===== src/rtl/puf_response_buffer.sv =====
// puf_response_buffer: collects PUF comparator bits into a shift register and streams them out as bytes
module puf_response_buffer #(
    parameter int RESP_BITS = 256,
    parameter int BYTE_W    = 8
) (
    input  logic              clk,
    input  logic              rst_n,
    input  logic              start,
    input  logic              sr_en,
    input  logic              cmp_bit,
    input  logic              done,
    input  logic              resp_ready,
    output logic              resp_valid,
    output logic [BYTE_W-1:0] resp_data,
    output logic              resp_last,
    output logic              busy,
    output logic              err
);
    localparam int NBYTES = RESP_BITS / BYTE_W;
    localparam int CW     = $clog2(RESP_BITS) + 1;
    localparam int IW     = (NBYTES > 1) ? $clog2(NBYTES) : 1;

    typedef enum logic [1:0] {IDLE, COLLECT, DRAIN} state_t;

    state_t               state, state_nxt;
    logic [RESP_BITS-1:0] sr;
    logic [CW-1:0]        bit_cnt, cnt_fin;
    logic [IW-1:0]        byte_idx, ld_idx;
    logic [BYTE_W-1:0]    bytes [NBYTES];
    logic                 full, cap, xfer, fin, launch, load, err_nxt;

    for (genvar i = 0; i < NBYTES; i++) begin : g_byte
        assign bytes[i] = sr[RESP_BITS-1-BYTE_W*i -: BYTE_W];
    end

    assign full    = bit_cnt == CW'(RESP_BITS);
    assign cap     = state == COLLECT && sr_en && !full;
    assign launch  = state == IDLE && start;
    assign xfer    = resp_valid && resp_ready;
    assign fin     = xfer && resp_last;
    assign cnt_fin = bit_cnt + CW'(cap);
    // byte_idx names the byte on the output; the register is loaded one byte ahead on a transfer
    assign ld_idx  = byte_idx + IW'(resp_valid);
    assign load    = state == DRAIN && (!resp_valid || (xfer && !resp_last));
    assign err_nxt = launch ? 1'b0
                   : err | (sr_en && (state != COLLECT || full))
                         | (state == COLLECT && done && cnt_fin != CW'(RESP_BITS));

    always_ff @(posedge clk or negedge rst_n) begin
        if (!rst_n) state <= IDLE;
        else        state <= state_nxt;
    end

    always_comb begin
        state_nxt = state == IDLE    ? (start ? COLLECT : IDLE)
                  : state == COLLECT ? (done ? DRAIN : COLLECT)
                  : state == DRAIN   ? (fin ? IDLE : DRAIN)
                  : IDLE;
    end

    always_comb begin
        busy = state != IDLE;
    end

    always_ff @(posedge clk or negedge rst_n) begin
        if (!rst_n) begin
            sr         <= '0;
            bit_cnt    <= '0;
            byte_idx   <= '0;
            err        <= 1'b0;
            resp_valid <= 1'b0;
            resp_data  <= '0;
            resp_last  <= 1'b0;
        end else begin
            err <= err_nxt;
            if (launch) begin
                sr      <= '0;
                bit_cnt <= '0;
            end else if (cap) begin
                sr      <= {sr[RESP_BITS-2:0], cmp_bit};
                bit_cnt <= bit_cnt + CW'(1);
            end
            if (state == COLLECT && done) byte_idx <= '0;
            else if (xfer && !resp_last)  byte_idx <= byte_idx + IW'(1);
            if (load) begin
                resp_valid <= 1'b1;
                resp_data  <= bytes[ld_idx];
                resp_last  <= ld_idx == IW'(NBYTES - 1);
            end else if (fin) begin
                resp_valid <= 1'b0;
                resp_data  <= '0;
                resp_last  <= 1'b0;
            end
        end
    end
endmodule


===== config.mk =====
export PLATFORM = sky130hd
export DESIGN_NAME = puf_response_buffer
export DESIGN_NICKNAME = d
export VERILOG_FILES = /design/src/rtl/puf_response_buffer.sv
export SDC_FILE = /design/constraint.sdc
export NUM_CORES = 1
export LEC_CHECK = 0
export BUFFER_PORTS_ARGS = -buffer_cell sky130_fd_sc_hd__buf_2
export CELL_PAD_IN_SITES_DETAIL_PLACEMENT = 0
export CELL_PAD_IN_SITES_GLOBAL_PLACEMENT = 1
export CORE_MARGIN = 3
export CORE_UTILIZATION = 56
export CTS_BUF_LIST = sky130_fd_sc_hd__clkbuf_4 sky130_fd_sc_hd__clkbuf_8
export CTS_CLUSTER_SIZE = 10
export DETAILED_ROUTE_END_ITERATION = 16
export PLACE_DENSITY = 0.95
export SYNTH_ARGS = -nofsm -noshare
export SYNTH_HDL_FRONTEND = slang
export SYNTH_SLANG_ARGS = --single-unit

===== constraint.sdc =====
create_clock -name clk -period 7.1 [get_ports clk]
set_input_delay 1.065 -clock clk [delete_from_list [all_inputs] [get_ports clk]]
set_output_delay 1.065 -clock clk [all_outputs]
set_load 0.01 [all_outputs]

After elaboration in Yosys (flattened, before gate mapping)
Cells that the tools add are included.

Logic and storage cells: 63. Input bits: 7. Register bits after elaboration: 283. Output and inout bits: 12.

Mux-type cells: 21. Bitwise logic cells: 3. Add/subtract/negate cells: 4. $lt $le $gt $ge: 1. Eq/ne operators: 6. Reduce and logical (&&, ||, !) cells: 20.

Operator list (number): 2-to-1 mux 256 bit (2); binary-select mux 8 bit (select 5 bit) (1); 2-to-1 mux 8 bit (4); 2-to-1 mux 9 bit (2); logical AND 1 bit (10); 2-to-1 mux 2 bit (5); 2-to-1 mux 5 bit (2); adder 9 x 1 -> 9 bit (1); adder 9 x 1 -> 9 bit, second input constant (1); equality test 9 bit, second input constant (1); != test 9 bit, second input constant (1); nonzero test 2 bit (4); >= comparator 6 bit, second input constant (1); inverter 5 -> 6 bit (1); adder 5 x 1 -> 5 bit (1); adder 5 x 1 -> 5 bit, second input constant (1); equality test 5 bit, second input constant (1); 2-to-1 mux 1 bit (5); zero test 1 bit (3); equality test 2 x 1 -> 1 bit, second input constant (1); equality test 2 bit, second input constant (1); zero test 2 bit (1); logical OR 1 bit (2); != test 2 x 1 -> 1 bit, second input constant (1); bitwise OR 1 bit (2).

Longest topological paths before layout
Depth after elaboration: 8. Depth in mapped cells: 15. Mapped depth without buffers: 13.

Worst setup path after synthesis
OpenSTA, ideal clock, no wires.

Path type: input-to-reg. From: input port sr_en. To: register err. Stages on the path: 10. Setup time: 0.137 ns. Data arrival time: 2.791 ns. Data required time: 6.963 ns. Setup slack: 4.172 ns. Buffers on the path: 2. Path through: nand3_2 inv_2 buf_2 buf_1 ha_1 ha_1 xor2_1 or3_1 nor4_1 o22ai_1.

Word-level cells in the longest chain between the ends: 7. Elaborated cells on any way between the ends: 9. Classes of those cells: add/sub: 1; eq/ne: 1; mux: 1; bitwise: 2; reduce/logical: 4.

RTL lines: start, declared (line 9) `input logic sr_en,`; logical AND 1 bit (2 in a row) (line 37) `assign cap = state == COLLECT && sr_en && !full;`; adder 9 x 1 -> 9 bit (line 41) `assign cnt_fin = bit_cnt + CW'(cap);`; != test 9 bit (line 47) `| (state == COLLECT && done && cnt_fin != CW'(RESP_BITS));`; logical AND 1 bit (line 47); bitwise OR 1 bit (*) (line 47); 2-to-1 mux 1 bit (*) (line 45) `assign err_nxt = launch ? 1'b0`; via err_nxt (line 30) `logic full, cap, xfer, fin, launch, load, err_nxt;`; end signal, assigned (line 75) `err <= err_nxt;`; end, declared (line 17) `output logic err`.

Mark *: on every way through the listed nets, which the timed path passes. The rest lies on a longest branch. A chain may end at the register's enable or synchronous reset.

Final worst setup path
From: register bit_cnt[0]. To: register err.

Word-level cells in the longest chain between the ends: 8. Elaborated cells on any way between the ends: 11. Classes of those cells: add/sub: 1; eq/ne: 2; mux: 1; bitwise: 2; reduce/logical: 5.

RTL lines: start, declared (line 27) `logic [CW-1:0] bit_cnt, cnt_fin;`; start signal, assigned (line 81) `bit_cnt <= bit_cnt + CW'(1);`; equality test 9 bit (line 36) `assign full = bit_cnt == CW'(RESP_BITS);`; zero test 1 bit (line 37); logical AND 1 bit (line 37); adder 9 x 1 -> 9 bit (line 41); != test 9 bit (line 47); logical AND 1 bit (line 47); bitwise OR 1 bit (*) (line 47); 2-to-1 mux 1 bit (*) (line 45); via err_nxt (line 30).

Marked as above.

==> impl_metrics.env <==
export IMPL_peakVddDrop_uv=255
export IMPL_num_vias=10100
export IMPL_drv_cap=0
export IMPL_num_nets_final=1385
export IMPL_ys_seq_elements=283
export IMPL_grt_pass1_vias=9740
export IMPL_synth_largest_area_cell="dfrtp_1"
export IMPL_ys_async_sr_fraction_pct=100
export IMPL_h_tree_depth=2
export IMPL_cts_sinks=283
export IMPL_synth_avg_cell_area_um2=9.61
export IMPL_fin_setup_tns_ps=0
export IMPL_cts_resized_gates=0
export IMPL_dp_slack_ps=2490
export IMPL_start_util_pct=57.2
export IMPL_synth_cell_types=44
export IMPL_drv_slew=0
export IMPL_path_class="reg2reg"
export IMPL_synthTopCellsByArea="dfrtp_1 (52%), nand2_1 (15%), mux4_2 (11%), a21oi_1 (9.7%), mux2i_1 (1.9%)"
export IMPL_crit_required_ps=7530
export IMPL_final_setup_skew_ps=13.4
export IMPL_cp_start_kind="flip-flop"
export IMPL_die_y_um=161
export IMPL_yosysSeqAreaShare_pct=52.4
export IMPL_io_pins=19
export IMPL_worst_slack_ps=2670
export IMPL_rsz0062_at_grt="false"
export IMPL_grt_max_degree=261
export IMPL_status="complete, no violations"
export IMPL_clk_path_buf_depth=3
export IMPL_synth_cells=1405
export IMPL_p_leak_uw=0.00608
export IMPL_hold_path_class="reg2reg"
export IMPL_clk_latency_ps=570
export IMPL_synth_edf_count=0
export IMPL_setup_viol=0
export IMPL_layout_common_cells="nand2_1 (530), dfrtp_1 (283), a21oi_1 (262), mux4_2 (64), clkbuf_8 (59)"
export IMPL_tightest_slew_ps=1310
export IMPL_layout_cells_most_common="nand2_1"
export IMPL_die_area_um2=26000
export IMPL_drc=0
export IMPL_critPathMaxFanout=166
export IMPL_portBuffers=18
export IMPL_post_route_cell_area_um2=14600
export IMPL_cts_root_buf="clkbuf_8"
export IMPL_rows=56
export IMPL_synthFlopType="dfrtp_1"
export IMPL_arrival_ps=4870
export IMPL_gp_congestion=0.795
export IMPL_ys_warn_count=0
export IMPL_via_per_inst=5.87
export IMPL_fin_crit_ps=4430
export IMPL_dr_pass1_iters=5
export IMPL_synth_area_um2=13500
export IMPL_fin_crit_sh_pct=62.5
export IMPL_ff2ff_setup_slack_ps=2670
export IMPL_syn_nets=1419
export IMPL_grt_util_all_layers_pct=23.7
export IMPL_clk_pin_slew_ps=60
export IMPL_drive_gt1_share_pct=13.4
export IMPL_antenna_found_initial=0
export IMPL_dp_hpwl_um=17700
export IMPL_n_fill_cell=1977
export IMPL_ctsHoldBuffers=0
export IMPL_die_w_um=161
export IMPL_wl_per_cell_um=17.7
export IMPL_register_area_um2=7080
export IMPL_power_density_nw_per_um2=314
export IMPL_antenna_cells=0
export IMPL_cts_buffers=47
export IMPL_grt_ovfl_total=0
export IMPL_place_area_um2=13600
export IMPL_cts_tree="built"
export IMPL_hold_viol_final=0
export IMPL_max_freq_mhz=225
export IMPL_grt_pass1_wl_um=50500
export IMPL_post_cts_setup_buffers=0
export IMPL_area_delta_synth_final_pct=8.28
export IMPL_drt_iter0_markers=1087
export IMPL_wl_um=30600
export IMPL_core_area_um2=23600
export IMPL_antenna_left=0
export IMPL_netlist_area_leader_share_pct=52.4
export IMPL_relSlewSlack_pct=12.9
export IMPL_crit_path_end_kind="flip-flop"
export IMPL_multi_input_area_um2=5930
[flip-flops by register name, summed over array words and instances (netlist names)]
signal      cells
resp_last       1
bit_cnt         9
bytes         256
byte_idx        5
state           2
err             1
resp_data       8
resp_valid      1
[metal layers]
metal / track usage, % / part of all wire [%]
met1: 35.1 / 45
met4: 5.94 / 1.8
met5: 0 / 0
met2: 37.5 / 48
met3: 3.82 / 5.0
[worst max-delay path, cell delays in order, from the launching register on]
cell and delay [ps]:
dfrtp_1 430, inv_1 80, ha_1 190, nor4b_1 140, nand2_1 130, nand3_4 810, inv_8 1070, ha_1 340
ha_1 250, xor2_1 90, or3_1 330, nor4_1 280, o22ai_1 130
[worst paths after layout]
path | cells after the start | startpoint | to
worst min-delay path | 1 | state[1] | state[0]
max in group asynchronous | 2 | rst_n | bytes[148]
worst max-delay path | 12 | bit_cnt[0] | err
worst max register to register | 12 | bit_cnt[0] | err
worst min register to register | 1 | state[1] | state[0]
min in group asynchronous | 1 | rst_n | bytes[186]
[kinds of logic after synthesis]
group | after synthesis | synth area share, %
buffers and inverters | 117 | 4.01
AOI/OAI and AO/OA | 300 | 11.8
xor gates and xnor gates | 16 | 1.20
adders and majority gates | 7 | 0.649
DFF | 283 | 52.4
and+or+nand+nor | 593 | 17.4
muxes | 89 | 12.5
[synth_stat cells, drive strengths merged (7+ instances only)]
cell and instances:
dfrtp 283, ha 7, buf 51, a211oi 9, a21oi 262, o221ai 8, nor4 15, nand2 530
nor2 16, mux4 64, xor2 12, mux2i 25, inv 7, nand4 7, o21ai 11, clkbuf 59
[layout make-up]
type                            count  share of cell area [%]
Clock inverter                     10                   0.385
Multi-Input combinational cell   1005                    40.6
Timing Repair Buffer               27                    1.23
Inverter                            7                   0.231
Sequential cell                   283                    48.4
Clock buffer                       76                    6.43
Tap cell                          319                    2.73
[power by group]
part           total [uW]  leakage [uW]  internal [uW]  switching (uW)
Combinational        1360       0.00161            423             941
Sequential           1730       0.00393           1660            68.3
Clock                1500      0.000538            840             663
Total                4600       0.00608           2930            1670
[metrics by stage]
step                      power (uW)  utilization [%]  hold WS, ps  instances
after floorplan                 2810                -          462       1405
after global placement          3120             57.7          471       1641
after detailed placement        3130             57.7          487       1641
after CTS                       4630             61.9          492       1727
after global routing            4810             61.9          528       1727
final                           4600             61.9          491       1727
Power figures use the tool's default switching activity.
